## src/rtl/axi4lite_wb_pkg.sv

```systemverilog
// axi4lite_wb_pkg: shared state encoding, response codes and data width for the AXI4-Lite to Wishbone bridge
package axi4lite_wb_pkg;
  typedef enum logic [1:0] {IDLE, REQ, WAIT, RESP} state_t;
  localparam logic [1:0] RESP_OKAY = 2'b00;
  localparam logic [1:0] RESP_SLVERR = 2'b10;
  localparam int WB_DATA_WIDTH = 32;
endpackage

```

## src/rtl/wb_timeout_cnt.sv

```systemverilog
// wb_timeout_cnt: counts busy cycles and flags expiry on the LIMIT-th cycle without a WB termination
module wb_timeout_cnt #(
  parameter int LIMIT = 255
) (
  input  logic clk,
  input  logic rst,
  input  logic load,
  input  logic en,
  output logic expired
);
  localparam int CW = $clog2(LIMIT + 1);
  logic [CW-1:0] cnt;
  assign expired = en && cnt == CW'(LIMIT - 1);
  always_ff @(posedge clk or posedge rst)
    if (rst) cnt <= '0;
    else if (load) cnt <= '0;
    else if (en && !expired) cnt <= cnt + 1'b1;
endmodule

```

## src/rtl/axi4lite_wb_bridge.sv

```systemverilog
// axi4lite_wb_bridge: AXI4-Lite slave to pipelined Wishbone B4 master, one WB transaction at a time.
// Define WB_TIMEOUT_EN to abort unanswered WB cycles with SLVERR after TIMEOUT_CYCLES.
module axi4lite_wb_bridge
  import axi4lite_wb_pkg::*;
#(
  parameter int ADDR_WIDTH = 4,
  parameter int TIMEOUT_CYCLES = 255
) (
  input  logic                     clk_i,
  input  logic                     rst_i,
  input  logic                     awvalid_i,
  output logic                     awready_o,
  input  logic [ADDR_WIDTH-1:0]    awaddr_i,
  input  logic                     wvalid_i,
  output logic                     wready_o,
  input  logic [WB_DATA_WIDTH-1:0] wdata_i,
  input  logic [3:0]               wstrb_i,
  output logic                     bvalid_o,
  input  logic                     bready_i,
  output logic [1:0]               bresp_o,
  input  logic                     arvalid_i,
  output logic                     arready_o,
  input  logic [ADDR_WIDTH-1:0]    araddr_i,
  output logic                     rvalid_o,
  input  logic                     rready_i,
  output logic [WB_DATA_WIDTH-1:0] rdata_o,
  output logic [1:0]               rresp_o,
  output logic                     wb_cyc_o,
  output logic                     wb_stb_o,
  output logic                     wb_we_o,
  output logic [ADDR_WIDTH-3:0]    wb_adr_o,
  output logic [3:0]               wb_sel_o,
  output logic [WB_DATA_WIDTH-1:0] wb_dat_o,
  input  logic                     wb_ack_i,
  input  logic                     wb_err_i,
  input  logic                     wb_rty_i,
  input  logic                     wb_stall_i,
  input  logic [WB_DATA_WIDTH-1:0] wb_dat_i
);
  state_t state;
  logic aw_full, w_full, last_wr, cur_wr;
  logic [ADDR_WIDTH-3:0] aw_adr;
  logic [WB_DATA_WIDTH-1:0] w_data;
  logic [3:0] w_strb;
  logic idle, busy, lat_ok, wr_pend, rd_grant, wr_grant, fail, term, tmo;
  logic unused_bits;
  assign unused_bits = &{1'b0, awaddr_i[1:0], araddr_i[1:0]};
  assign idle = state == IDLE;
  assign busy = state == REQ || state == WAIT;
  // Latches stay open during a read so the next write can queue behind it
  assign lat_ok = !rst_i && (idle || !cur_wr);
  assign awready_o = lat_ok && !aw_full;
  assign wready_o = lat_ok && !w_full;
  assign wr_pend = aw_full && w_full;
  assign rd_grant = idle && arvalid_i && (!wr_pend || last_wr);
  assign wr_grant = idle && wr_pend && !rd_grant;
  assign arready_o = !rst_i && rd_grant;
  assign fail = wb_err_i || wb_rty_i || tmo;
  assign term = wb_ack_i || fail;
`ifdef WB_TIMEOUT_EN
  wb_timeout_cnt #(.LIMIT(TIMEOUT_CYCLES)) u_timeout (
    .clk(clk_i), .rst(rst_i), .load(!busy), .en(busy), .expired(tmo)
  );
`else
  localparam int unused_timeout = TIMEOUT_CYCLES;
  assign tmo = 1'b0;
`endif
  always_ff @(posedge clk_i or posedge rst_i)
    if (rst_i) begin
      state <= IDLE;
      aw_full <= 1'b0;
      w_full <= 1'b0;
      last_wr <= 1'b0;
      cur_wr <= 1'b0;
      aw_adr <= '0;
      w_data <= '0;
      w_strb <= '0;
      wb_cyc_o <= 1'b0;
      wb_stb_o <= 1'b0;
      wb_we_o <= 1'b0;
      wb_adr_o <= '0;
      wb_sel_o <= '0;
      wb_dat_o <= '0;
      bvalid_o <= 1'b0;
      bresp_o <= RESP_OKAY;
      rvalid_o <= 1'b0;
      rresp_o <= RESP_OKAY;
      rdata_o <= '0;
    end else begin
      if (awvalid_i && awready_o) begin
        aw_full <= 1'b1;
        aw_adr <= awaddr_i[ADDR_WIDTH-1:2];
      end
      if (wvalid_i && wready_o) begin
        w_full <= 1'b1;
        w_data <= wdata_i;
        w_strb <= wstrb_i;
      end
      case (state)
        IDLE: if (rd_grant || wr_grant) begin
          state <= REQ;
          cur_wr <= wr_grant;
          last_wr <= wr_grant;
          wb_cyc_o <= 1'b1;
          wb_stb_o <= 1'b1;
          wb_we_o <= wr_grant;
          wb_adr_o <= wr_grant ? aw_adr : araddr_i[ADDR_WIDTH-1:2];
          wb_sel_o <= wr_grant ? w_strb : 4'hF;
          wb_dat_o <= wr_grant ? w_data : '0;
        end
        REQ, WAIT: if (term) begin
          state <= RESP;
          wb_cyc_o <= 1'b0;
          wb_stb_o <= 1'b0;
          bvalid_o <= cur_wr;
          rvalid_o <= !cur_wr;
          if (cur_wr) bresp_o <= fail ? RESP_SLVERR : RESP_OKAY;
          else begin
            rresp_o <= fail ? RESP_SLVERR : RESP_OKAY;
            rdata_o <= fail ? '0 : wb_dat_i;
          end
        end else if (!wb_stall_i) begin
          state <= WAIT;
          wb_stb_o <= 1'b0;
        end
        default: begin
          if (bvalid_o && bready_i) begin
            state <= IDLE;
            bvalid_o <= 1'b0;
            aw_full <= 1'b0;
            w_full <= 1'b0;
          end
          if (rvalid_o && rready_i) begin
            state <= IDLE;
            rvalid_o <= 1'b0;
          end
        end
      endcase
    end
endmodule

```

## config.mk

```make
export PLATFORM = sky130hd
export DESIGN_NAME = axi4lite_wb_bridge
export DESIGN_NICKNAME = d
export VERILOG_FILES = /design/src/rtl/axi4lite_wb_pkg.sv /design/src/rtl/wb_timeout_cnt.sv /design/src/rtl/axi4lite_wb_bridge.sv
export SDC_FILE = /design/constraint.sdc
export NUM_CORES = 1
export LEC_CHECK = 0
export CAP_MARGIN = 20
export CORE_MARGIN = 2
export CORE_UTILIZATION = 45
export CTS_BUF_LIST = sky130_fd_sc_hd__clkbuf_16
export DETAILED_ROUTE_END_ITERATION = 12
export DONT_BUFFER_PORTS = 1
export GPL_ROUTABILITY_DRIVEN = 1
export PLACE_DENSITY_LB_ADDON = 0.08
export SLEW_MARGIN = 20
export SYNTH_ARGS = -nofsm -noshare
export SYNTH_HDL_FRONTEND = slang
export SYNTH_SLANG_ARGS = --single-unit
```

## constraint.sdc

```tcl
create_clock -name clk_i -period 8.1 [get_ports clk_i]
set_input_delay 0.405 -clock clk_i [delete_from_list [all_inputs] [get_ports clk_i]]
set_output_delay 0.405 -clock clk_i [all_outputs]
set_load 0.02 [all_outputs]
```

### Yosys cells after proc, flatten, opt, wreduce, memory -nomap -nowiden

Cells that the tools add are included.

* bits of input ports: 87
* register bits after elaboration: 121
* output and inout bits: 82
* word-level logic and storage cells: 92

* reductions and logical operators: 39
* eq/ne operators: 5
* bitwise gates (word level): 2
* muxes and demuxes: 29

Operator list (number)
* $mux 32: 2
* $reduce_and 3->1: 7
* $mux 1: 14
* $mux 2: 7
* $logic_and 1x1->1: 13
* $pmux 1 s2: 4
* $logic_not 1->1: 6
* $reduce_bool 2->1: 3
* $logic_or 1x1->1: 5
* $mux 4: 1
* $pmux 2 s2: 1
* $reduce_bool 4->1: 1
* $ne 3x3->1 const B: 1
* $reduce_or 3->1: 1
* $eq 2x1->1 const B: 1
* $eq 2x2->1 const B: 1
* $logic_not 2->1: 1
* $ne 2x1->1 const B: 1
* $ne 2x2->1 const B: 1
* $not 1->1: 2
* $reduce_and 2->1: 1
* $reduce_or 2->1: 1

### Depth between registers and ports, before layout

Gate-level depths: netlist of run 1.

* depth after elaboration: 9
* depth in mapped cells: 8

### Worst setup path before layout of run 1

No wires, ideal clock.

* path kind: input-to-output
* start: input port rst_i
* end: output port arready_o
* stages: 2
* data required time: 7.695 ns
* arrival: 3.464 ns
* setup slack: 4.231 ns
* buffers on the path: 0
* cells stage by stage: inv_1 o2111a_1

* word-level cells in the longest chain between the ends: 2

Ends and longest elaborated chain
* start: declaration: line axi4lite_wb_bridge.sv:10 `input logic rst_i,`
* $logic_not 1->1 (no line)
* $logic_and 1x1->1: line axi4lite_wb_bridge.sv:57 `assign arready_o = !rst_i && rd_grant;`
* end: declaration: line axi4lite_wb_bridge.sv:22 `output logic arready_o,`

Every way passes these cells.

### Worst setup path in the final report of run 1

* start: register state[1]
* end: register w_data[28]

* word-level cells in the longest chain between the ends: 5

Ends and longest elaborated chain
* start: declaration: line axi4lite_wb_bridge.sv:40 `state_t state;`
* start signal: assignment: line axi4lite_wb_bridge.sv:70 `state <= IDLE;`
* start signal: assignment: line axi4lite_wb_bridge.sv:101 `state <= REQ;`
* start signal: assignment: line axi4lite_wb_bridge.sv:112 `state <= RESP;`
* $logic_not 2->1: line axi4lite_wb_bridge.sv:48 `assign idle = state == IDLE;`
* $logic_or 1x1->1: line axi4lite_wb_bridge.sv:51 `assign lat_ok = !rst_i && (idle || !cur_wr);`
* $logic_and 1x1->1: line axi4lite_wb_bridge.sv:51
* $logic_and 1x1->1: line axi4lite_wb_bridge.sv:53 `assign wready_o = lat_ok && !w_full;`
* named net wready_o: line axi4lite_wb_bridge.sv:15 `output logic wready_o,`
* $logic_and 1x1->1: line axi4lite_wb_bridge.sv:94 `if (wvalid_i && wready_o) begin`
* end signal: assignment: line axi4lite_wb_bridge.sv:96 `w_data <= wdata_i;`
* end: declaration: line axi4lite_wb_bridge.sv:43 `logic [WB_DATA_WIDTH-1:0] w_data;`

The timed path passes the listed nets, and every way through them passes these cells.
A chain may end at the register's enable or synchronous reset.

==> metrics.md, run 1 <==
| Metric | Value |
|---|---|
| Drt drc | 0 |
| ANT cells | 0 |
| Portion of total power attributed to sequential cells | 46.0% |
| Leakage | 2.62 nW |
| RSZ-0062 raised after global routing | no |
| Placer Congestion | 0.734 |
| # setup viols final | 0 |
| Core ar. | 10,400 µm² |
| Die area | 11,600 µm² |
| Maximum number of pins on one net before global-route repair | 82 |
| Commonest non-fill, non-tap cell in the layout | dfrtp_1 |
| Sequential cell area | 2980 µm² |
| Critical Path End Type | register |
| Initial DRC count | 174 |
| Global route overflow | 0 |
| CP startpoint kind | register |
| Slew margin rel. | 28.3% |
| Post-Place Cells | 502 |
| Netlist cell types | 40 |
| Power density cells | 446 nW/µm² |
| Max-cap viol count | 0 |
| Pins over their slew limit | 0 |
| Total Wirelength | 10,300 µm |
| Pre-CTS WS | 5.67 ns |
| Crit path kind | reg -> reg |
| # IOs | 169 |
| Rows | 37 |
| Worst Path Buf+Inv | 1 |
| Root Buffer | clkbuf_16 |
| Worst Path Arrival | 2.69 ns |
| CTS tree | built |
| Clk slew on worst S/H paths | 0.05 ns |
| Fin crit period | 2.42 ns |
| Mapped cell area | 4820 µm² |
| Overall routing resource usage | 18.5% |
| Setup WS post-layout | 5.68 ns |
| Crit path depth | 6 |
| Comb pwr share | 24.7% |
| Fmax | 414 MHz |
| Postcts setup bufs | 0 |
| FF-to-FF path depth | 6 |
| Proportion of layout cells with a drive suffix above 1 | 18.1% |
| Maximum vdd drop | 0.000159 V |
| Initial antenna violation count | 1 |
| CP max FO | 37 |
| Port bufs | 0 |
| Multi-input logic area | 1670 µm² |
| Sequential fraction of the synthesis area | 61.8% |
| Critical path's top delay family | simple AND/OR/NAND/NOR gates |
| Ys Warns | 0 |
| Mapped Cells | 386 |
| Fin crit share | 29.8% |
| NumNets Final | 476 |
| DR vias/cell | 5.50 |
| Worst path max stage delay | 0.68 ns |
| Layout area overhead | 13.1% |
| Total vias in the final route | 2,938 |
| Fillcell total | 904 |
| Pint | 1.55 mW |
| Crit path cell chain | inv_1 -> ha_1 -> nor2b_4 -> nor3_2 -> and2_4 -> mux2_1 |
| Post-Route Utilization | 52.5% |
| First-pass detailed-route iteration total | 4 |
| Layout Cells excl Fill | 534 |
| Seq cells post-synth | 119 |
| Max stage delay cell, worst path | and2_4 |
| Clock power frac | 29.3% |
| Post-Synthesis Mean Instance Area | 12.5 µm² |
| Post-DRT Antenna Nets | 0 |
| Worst min-delay path category | in -> reg |
| Total power | 2.43 mW |
| Initial Util | 46.5% |
| Global-route wire length before repair | 16,300 µm |
| Final hold vios | 0 |
| H-tree levels | 4 |
| Die Width | 107 µm |
| Clock Latency Late Sink | 0.40 ns |
| Vias in the first global route | 3,011 |
| Slew at the pin closest to its max-slew limit | 1.08 ns |
| Total CTS buffers | 17 |
| HPWL Detailed | 6690 µm |
| Setup Skew | 0.00882 ns |
| Status | completed |
| Most frequent cells in the layout | dfrtp_1 (119), nand2_1 (75), nand3_1 (33) |
| Maximum clock path buffer count | 2 |
| WP data required | 8.38 ns |
| Hold path depth | 2 |
| Setup_tns | 0 ns |
| Die Ht | 107 µm |
| Clock sinks | 119 |
| Wire length per cell | 19.4 µm |
| Switching Share | 36.2% |
| Net Switching | 0.880 mW |
registers in the layout, summed over array words and instances, names as in the netlist, 2 cells and up:
name      cells
rdata_o      32
aw_adr        2
wb_sel_o      4
state         2
w_strb        4
wb_dat_o     32
wb_adr_o      2
w_data       32
worst register-to-register path, stage by stage, from the launching register on:
cell and delay (ns):
dfrtp_1 0.40, inv_1 0.10, ha_1 0.28, nor2b_4 0.07
nor3_2 0.33, and2_4 0.68, mux2_1 0.42
routing by layer:
metal / vias to the layer above / share of wire, % / global-route usage, %
li1: 1341 / - / -
met1: 1473 / 42 / 22.9
met2: 112 / 48 / 28.6
met3: 10 / 9.2 / 8.29
met4: 2 / 0.92 / 6.87
met5: - / 0.13 / 0
final timing paths:
path	start	endpoint	slack, ns
min	wb_dat_i[5]	rdata_o[5]	0.13
min reg2reg	w_data[28]	wb_dat_o[28]	0.49
max reg2reg	state[1]	w_data[28]	5.68
max in group asynchronous	rst_i	wb_dat_o[25]	6.51
min in group asynchronous	rst_i	bvalid_o	0.52
max	state[1]	w_data[28]	5.68
power groups by stage:
| stage | Sequential (mW) | Clock (mW) | Combinational [mW] |
|---|---|---|---|
| global route | 1.15 | 0.761 | 0.672 |
| detailed placement | 1.13 | 0 | 0.609 |
| finish | 1.12 | 0.712 | 0.600 |
| global placement | 1.12 | 0 | 0.584 |
| CTS | 1.12 | 0.730 | 0.612 |
| floorplan | 1.07 | 0 | 0.525 |
area by class of cell:
type	count	area share, %
Multi-Input combinational cell	238	30.7
Clock inverter	14	2.50
Sequential cell	119	54.7
Timing Repair Buffer	5	0.804
Inverter	5	0.390
Clock buffer	17	7.81
Tap cell	136	3.12
synthesized netlist by cell type (all sizes together):
library cell	number	area, µm²
clkbuf	8	30.0
conb	1	3.75
nor3	4	30.0
and4	1	8.76
and3	1	6.26
nand3	33	165
nand4	1	6.26
mux2	38	537
a21oi	7	35.0
o21bai	1	7.51
o21ai	10	50.1
inv	5	18.8
o31ai	2	15.0
nor2	7	26.3
a22o	32	280
a22oi	1	7.51
or2	1	6.26
o21a	2	15.0
dfrtp	119	2980
buf	17	133
nand2b	2	12.5
o22ai	1	6.26
nand2	75	282
and2	3	21.3
o2111a	1	11.3
o22a	4	35.0
a211oi	1	7.51
mux2i	2	20.0
ha	3	37.5
nor2b	3	26.3
metrics by stage:
stage	area, µm²	hold slack, ns
floorplan	4820	0.453
finish	5450	0.134
CTS	5440	0.115
global route	5450	0.116
global placement	4870	0.340
detailed placement	4870	0.344
kinds of logic (layout without fill, tap and decap cells):
family / after synthesis / in the layout / synth area share [%]
other cells: 1 / 2 / 0.0778
mux: 40 / 40 / 11.6
flops: 119 / 119 / 61.8
buf+inv: 30 / 41 / 3.77
compound gates: 62 / 62 / 9.76
fa+ha+maj: 3 / 3 / 0.779
simple gates: 131 / 131 / 12.3
what timing repair did:
item                                   4_1_cts  5_1_grt
gates resized for setup                      0        0
endpoints found under the hold margin       38        0
hold buffers                                 1        0
(Power assumes the default switching activity.)
==> run 2: changes to the inputs <==
- clock period: 8.1 -> 2.05 ns (I/O delays scaled with it)
==> metrics.md, run 2 (synthesis gave the netlist of run 1 again) <==
| Metric | Value |
|---|---|
| Status | completed |
| Total Wirelength | 10,800 µm (+4.3%) |
| Layout area overhead | 34.3% |
| Leakage | 3.06 nW (+17%) |
| Commonest non-fill, non-tap cell in the layout | dfrtp_1 |
| Port bufs | 0 (unchanged) |
| Initial DRC count | 216 (+24%) |
| Switching Share | 34.0% (-2.2 points) |
| H-tree levels | 4 (unchanged) |
| Net Switching | 3.58 mW (+310%) |
| Clock sinks | 119 (unchanged) |
| Fillcell total | 819 (-9.4%) |
| Fin crit period | 1.95 ns (-0.470 ns) |
| Final hold vios | 0 (unchanged) |
| Slew at the pin closest to its max-slew limit | 0.779 ns (-0.297 ns) |
| Wire length per cell | 17.3 µm (-11%) |
| Total CTS buffers | 17 (unchanged) |
| Rows | 37 (unchanged) |
| Setup_tns | 0 ns (unchanged) |
| Die Width | 107 µm (unchanged) |
| Portion of total power attributed to sequential cells | 41.7% (-4.3 points) |
| Slew margin rel. | 48.0% (+20 points) |
| Critical Path End Type | register |
| Worst min-delay path category | in -> reg |
| Pins over their slew limit | 0 (unchanged) |
| Core ar. | 10,400 µm² (unchanged) |
| Global-route wire length before repair | 17,500 µm (+6.9%) |
| Fin crit share | 94.9% (+65 points) |
| Total length of routed met2 wires | 5260 µm (+6.1%) |
| Metal3 WL | 792 µm (-17%) |
| CP max FO | 19 (-49%) |
| Comb pwr share | 26.2% (+1.5 points) |
| Initial Util | 46.5% (unchanged) |
| Global route overflow | 0 (unchanged) |
| DR vias/cell | 5.25 (-4.6%) |
| Die area | 11,600 µm² (unchanged) |
| Maximum vdd drop | 0.000813 V (+410%) |
| HPWL Detailed | 6800 µm (+1.6%) |
| Clock Latency Late Sink | 0.40 ns (about the same) |
| Die Ht | 107 µm (unchanged) |
| Placer Congestion | 0.737 (+0.42%) |
| # setup viols final | 0 (unchanged) |
| Root Buffer | clkbuf_16 |
| Total power | 10.5 mW (+330%) |
| Overall routing resource usage | 19.6% (+1.1 points) |
| Hold path depth | 3 (+1) |
| RSZ-0062 raised after global routing | yes |
| Worst Path Arrival | 2.23 ns (-0.46 ns) |
| Setup Skew | 0.0121 ns (+0.00332 ns) |
| Post-route cell area | 6470 µm² (+19%) |
| Multi-input logic area | 1670 µm² (-0.15%) |
| Maximum number of pins on one net before global-route repair | 64 (-22%) |
| Initial antenna violation count | 0 (-1) |
| Dpl cell area | 4990 µm² (+2.5%) |
| WP data required | 2.33 ns (-6.05 ns) |
| ANT cells | 0 (unchanged) |
| Drt drc | 0 (unchanged) |
| Proportion of layout cells with a drive suffix above 1 | 17.0% (-1.1 points) |
| Highest metal layer with signal wires | met4 |
| CP startpoint kind | register |
| NumNets Final | 565 (+19%) |
| CTS tree | built |
| Clock power frac | 32.1% (+2.8 points) |
| Most frequent cells in the layout | dfrtp_1 (119), dlygate4sd3_1 (80), nand2_1 (75) |
| Crit path kind | reg -> reg |
| Total vias in the final route | 3,274 (+11%) |
| Maximum clock path buffer count | 2 (unchanged) |
| Post-Route Utilization | 62.4% (+9.9 points) |
| First-pass detailed-route iteration total | 4 (unchanged) |
| Power density cells | 1620 nW/µm² (+260%) |
| Fmax | 514 MHz (+24%) |
| Met1 wire length | 4570 µm (+5.5%) |
| FF-to-FF path depth | 7 (+1) |
| # IOs | 169 (unchanged) |
| Largest regs | rdata_o (32), w_data (32), wb_dat_o (32) |
| Post-DRT Antenna Nets | 0 (unchanged) |
| Max-cap viol count | 0 (unchanged) |
| Clk slew on worst S/H paths | 0.06 ns (about the same) |
| Vias in the first global route | 3,452 (+15%) |
| Sequential cell area | 2980 µm² (unchanged) |
| Pint | 6.93 mW (+350%) |
==> run 2: path summary, 6_finish.rpt <==
kind | startpoint | to | slack (ns)
max in group asynchronous | rst_i | wb_dat_o[25] | 1.06
max | state[1] | w_data[30] | 0.10
min | wb_err_i | bvalid_o | 0.03
min reg2reg | w_strb[3] | wb_sel_o[3] | 0.48
min in group asynchronous | rst_i | w_strb[1] | 0.42
max reg2reg | state[1] | w_data[30] | 0.10
==> run 2: metrics by stage <==
| stage | hold slack, ns | setup WS, ns | std cells |
|---|---|---|---|
| final | 0.0331 | 0.105 | 624 |
| after global routing | 0.0565 | -0.0224 | 624 |
| after CTS | 0.0188 | 0.0988 | 624 |
| after detailed placement | 0.240 | 0.101 | 512 |
| after global placement | 0.238 | 0.160 | 512 |
| after floorplan | 0.232 | -0.339 | 387 |
==> run 2: layout make-up <==
type	instances	share of cell area (%)
clock buffers	17	6.58
clock inverters	15	3.83
inverters	5	0.348
multi-input cells	238	25.8
flip-flops and latches	119	46.0
well taps	136	2.63
repair buffers	94	14.8
==> run 2: power by group through the flow <==
stage	clock network, mW	registers (mW)	logic, mW
after floorplan	0	4.24	2.07
after global routing	3.57	4.50	3.04
after detailed placement	0	4.42	2.62
after CTS	3.46	4.39	2.77
final	3.37	4.38	2.75
after global placement	0	4.40	2.54
==> run 2: repair_timing <==
action,4_1_cts,5_1_grt
hold buffers,80,0
endpoints found under the hold margin,199,0
endpoints found under the setup margin,0,4
setup buffers,0,0
gates resized for setup,0,1
==> run 2: routing by layer <==
layer,global-route usage [%],vias up
met1,23.5,1617
li1,-,1521
met3,7.32,17
met5,0,-
met4,7.42,0
met2,32.3,119
==> run 2: worst max-delay path, stage by stage (launching register included) <==
cell	delay (ns)
dfrtp_1	0.40
inv_1	0.11
ha_1	0.28
nor2b_4	0.07
nor3_2	0.14
and2_4	0.28
buf_12	0.21
mux2_1	0.33
==> run 3: changes to the inputs <==
- CTS_BUF_LIST: sky130_fd_sc_hd__clkbuf_16 -> not set
==> metrics.md, run 3 (synthesis gave the netlist of run 1 again) <==
| Metric | Value |
|---|---|
| Status | completed |
| Worst Path Arrival | 2.33 ns (+0.10 ns) |
| Overall routing resource usage | 19.7% (+0.065 points) |
| Maximum vdd drop | 0.000812 V (-0.20%) |
| Maximum clock path buffer count | 2 (unchanged) |
| First-pass detailed-route iteration total | 7 (+3) |
| Commonest non-fill, non-tap cell in the layout | dfrtp_1 |
| Final hold vios | 0 (unchanged) |
| Slew at the pin closest to its max-slew limit | 0.782 ns (+0.00272 ns) |
| Clock Latency Late Sink | 0.51 ns (+0.11 ns) |
| Slew margin rel. | 47.9% (-0.18 points) |
| Rows | 37 (unchanged) |
| Total Wirelength | 10,900 µm (+0.70%) |
| Root Buffer | clkbuf_8 |
| Wire length per cell | 17.2 µm (-0.42%) |
| Pins over their slew limit | 0 (unchanged) |
| Core ar. | 10,400 µm² (unchanged) |
| Vias in the first global route | 3,468 (+0.46%) |
| Switching Share | 34.0% (-0.042 points) |
| R2R setup slack | 0.10 ns (about the same) |
| CTS tree | built |
| Initial DRC count | 220 (+1.9%) |
| Clock sinks | 119 (unchanged) |
| Power density cells | 1610 nW/µm² (-0.70%) |
| # IOs | 169 (unchanged) |
| Dpl cell area | 4990 µm² (unchanged) |
| Max-cap viol count | 0 (unchanged) |
| Largest regs | rdata_o (32), w_data (32), wb_dat_o (32) |
| CP startpoint kind | register |
| Initial Util | 46.5% (unchanged) |
| Die Width | 107 µm (unchanged) |
| Maximum number of pins on one net before global-route repair | 64 (unchanged) |
| Setup_tns | 0 ns (unchanged) |
| H-tree levels | 4 (unchanged) |
| Post-DRT Antenna Nets | 0 (unchanged) |
| Leakage | 3.09 nW (+0.84%) |
| ANT cells | 0 (unchanged) |
| Multi-input logic area | 1670 µm² (unchanged) |
| Clk slew on worst S/H paths | 0.06 ns (about the same) |
| Critical Path End Type | register |
| NumNets Final | 572 (+1.2%) |
| DR vias/cell | 5.23 (-0.41%) |
| RSZ-0062 raised after global routing | yes |
| Layout area overhead | 35.7% |
| Hold slack | 0.0424 ns (+0.00924 ns) |
| Pint | 6.96 mW (+0.42%) |
| Postcts setup bufs | 0 (unchanged) |
| Total CTS buffers | 17 (unchanged) |
| Die Ht | 107 µm (unchanged) |
| Crit path kind | reg -> reg |
| Proportion of layout cells with a drive suffix above 1 | 17.0% (-0.038 points) |
| Fin crit share | 94.9% (about the same) |
| Global-route wire length before repair | 17,500 µm (+0.36%) |
| WP data required | 2.44 ns (+0.11 ns) |
| Post-route cell area | 6540 µm² (+1.1%) |
| Initial antenna violation count | 0 (unchanged) |
| Port bufs | 0 (unchanged) |
| Worst min-delay path category | in -> reg |
| Sequential cell area | 2980 µm² (unchanged) |
| Most frequent cells in the layout | dfrtp_1 (119), dlygate4sd3_1 (87), nand2_1 (75) |
| Portion of total power attributed to sequential cells | 41.6% (about the same) |
| # setup viols final | 0 (unchanged) |
| Fin crit period | 1.95 ns (+0.00111 ns) |
| Die area | 11,600 µm² (unchanged) |
| Fillcell total | 815 (-0.49%) |
| Fmax | 514 MHz (about the same) |
| Placer Congestion | 0.737 (unchanged) |
| Global route overflow | 0 (unchanged) |
| Total power | 10.5 mW (+0.36%) |
| Comb pwr share | 26.7% (+0.5 points) |
| Total vias in the final route | 3,297 (+0.70%) |
| HPWL Detailed | 6800 µm (unchanged) |
| Net Switching | 3.59 mW (+0.23%) |
| CP max FO | 19 (unchanged) |
| Setup Skew | 0.0157 ns (+0.00356 ns) |
| Drt drc | 0 (unchanged) |
| Clock power frac | 31.8% (-0.3 points) |
run 3: cell types whose count changed in the layout (fill, tap and decap cells not counted):
cell	previous run	this run
clkbuf_16	17	16
dlygate4sd3_1	80	87
clkbuf_8	0	2
inv_1	5	4
clkinv_1	1	0
clkbuf_1	0	1
run 3: metal layers:
layer / wire length, µm / track usage, % / vias up / share of wire, %
li1: - / - / 1534 / -
met1: 4600 / 23.6 / 1630 / 42
met2: 5340 / 32.5 / 122 / 49
met3: 801 / 7.38 / 11 / 7.4
met4: 127 / 7.14 / 0 / 1.2
met5: 0 / 0 / - / 0
run 3: cell type report:
class | instances | area share [%]
clock inverter | 13 | 3.67
multi-input combinational | 238 | 25.5
clock buffer | 19 | 6.60
inverter | 5 | 0.344
sequential | 119 | 45.5
timing repair buffer | 101 | 15.7
tap | 136 | 2.60
run 3: power groups by stage:
stage	logic [mW]	clock network (mW)	registers, mW
floorplan	2.07	0	4.24
global placement	2.54	0	4.40
detailed placement	2.62	0	4.42
CTS	2.83	3.44	4.39
global route	3.10	3.55	4.50
finish	2.81	3.35	4.38
run 3: path summary, 6_finish.rpt:
kind / startpoint / endpoint / depth (start not counted)
max in group asynchronous: rst_i / w_data[22] / 3
min in group asynchronous: rst_i / w_strb[1] / 3
hold / removal: rst_i / w_full / 3
setup reg to reg: state[1] / w_data[30] / 7
setup / recovery: state[1] / w_data[30] / 7
hold reg to reg: w_strb[3] / wb_sel_o[3] / 1
run 3: through the flow:
stage                     cells  setup slack, ns  util (%)
after floorplan             387           -0.339         -
after global placement      512            0.160      48.2
after detailed placement    512            0.101      48.2
after CTS                   631           0.0983      63.0
after global routing        631          -0.0230      63.1
final                       631            0.104      63.1
run 3: timing repair:
item	CTS	global route
hold buffers	87	0
endpoints found under the hold margin	202	0
resized for setup	0	1
endpoints found under the setup margin	0	4
run 3: worst max-delay path, cell delays in order, from the launching register on:
cell	delay [ns]
dfrtp_1	0.40
inv_1	0.11
ha_1	0.28
nor2b_4	0.07
nor3_2	0.15
and2_4	0.28
buf_12	0.21
mux2_1	0.33
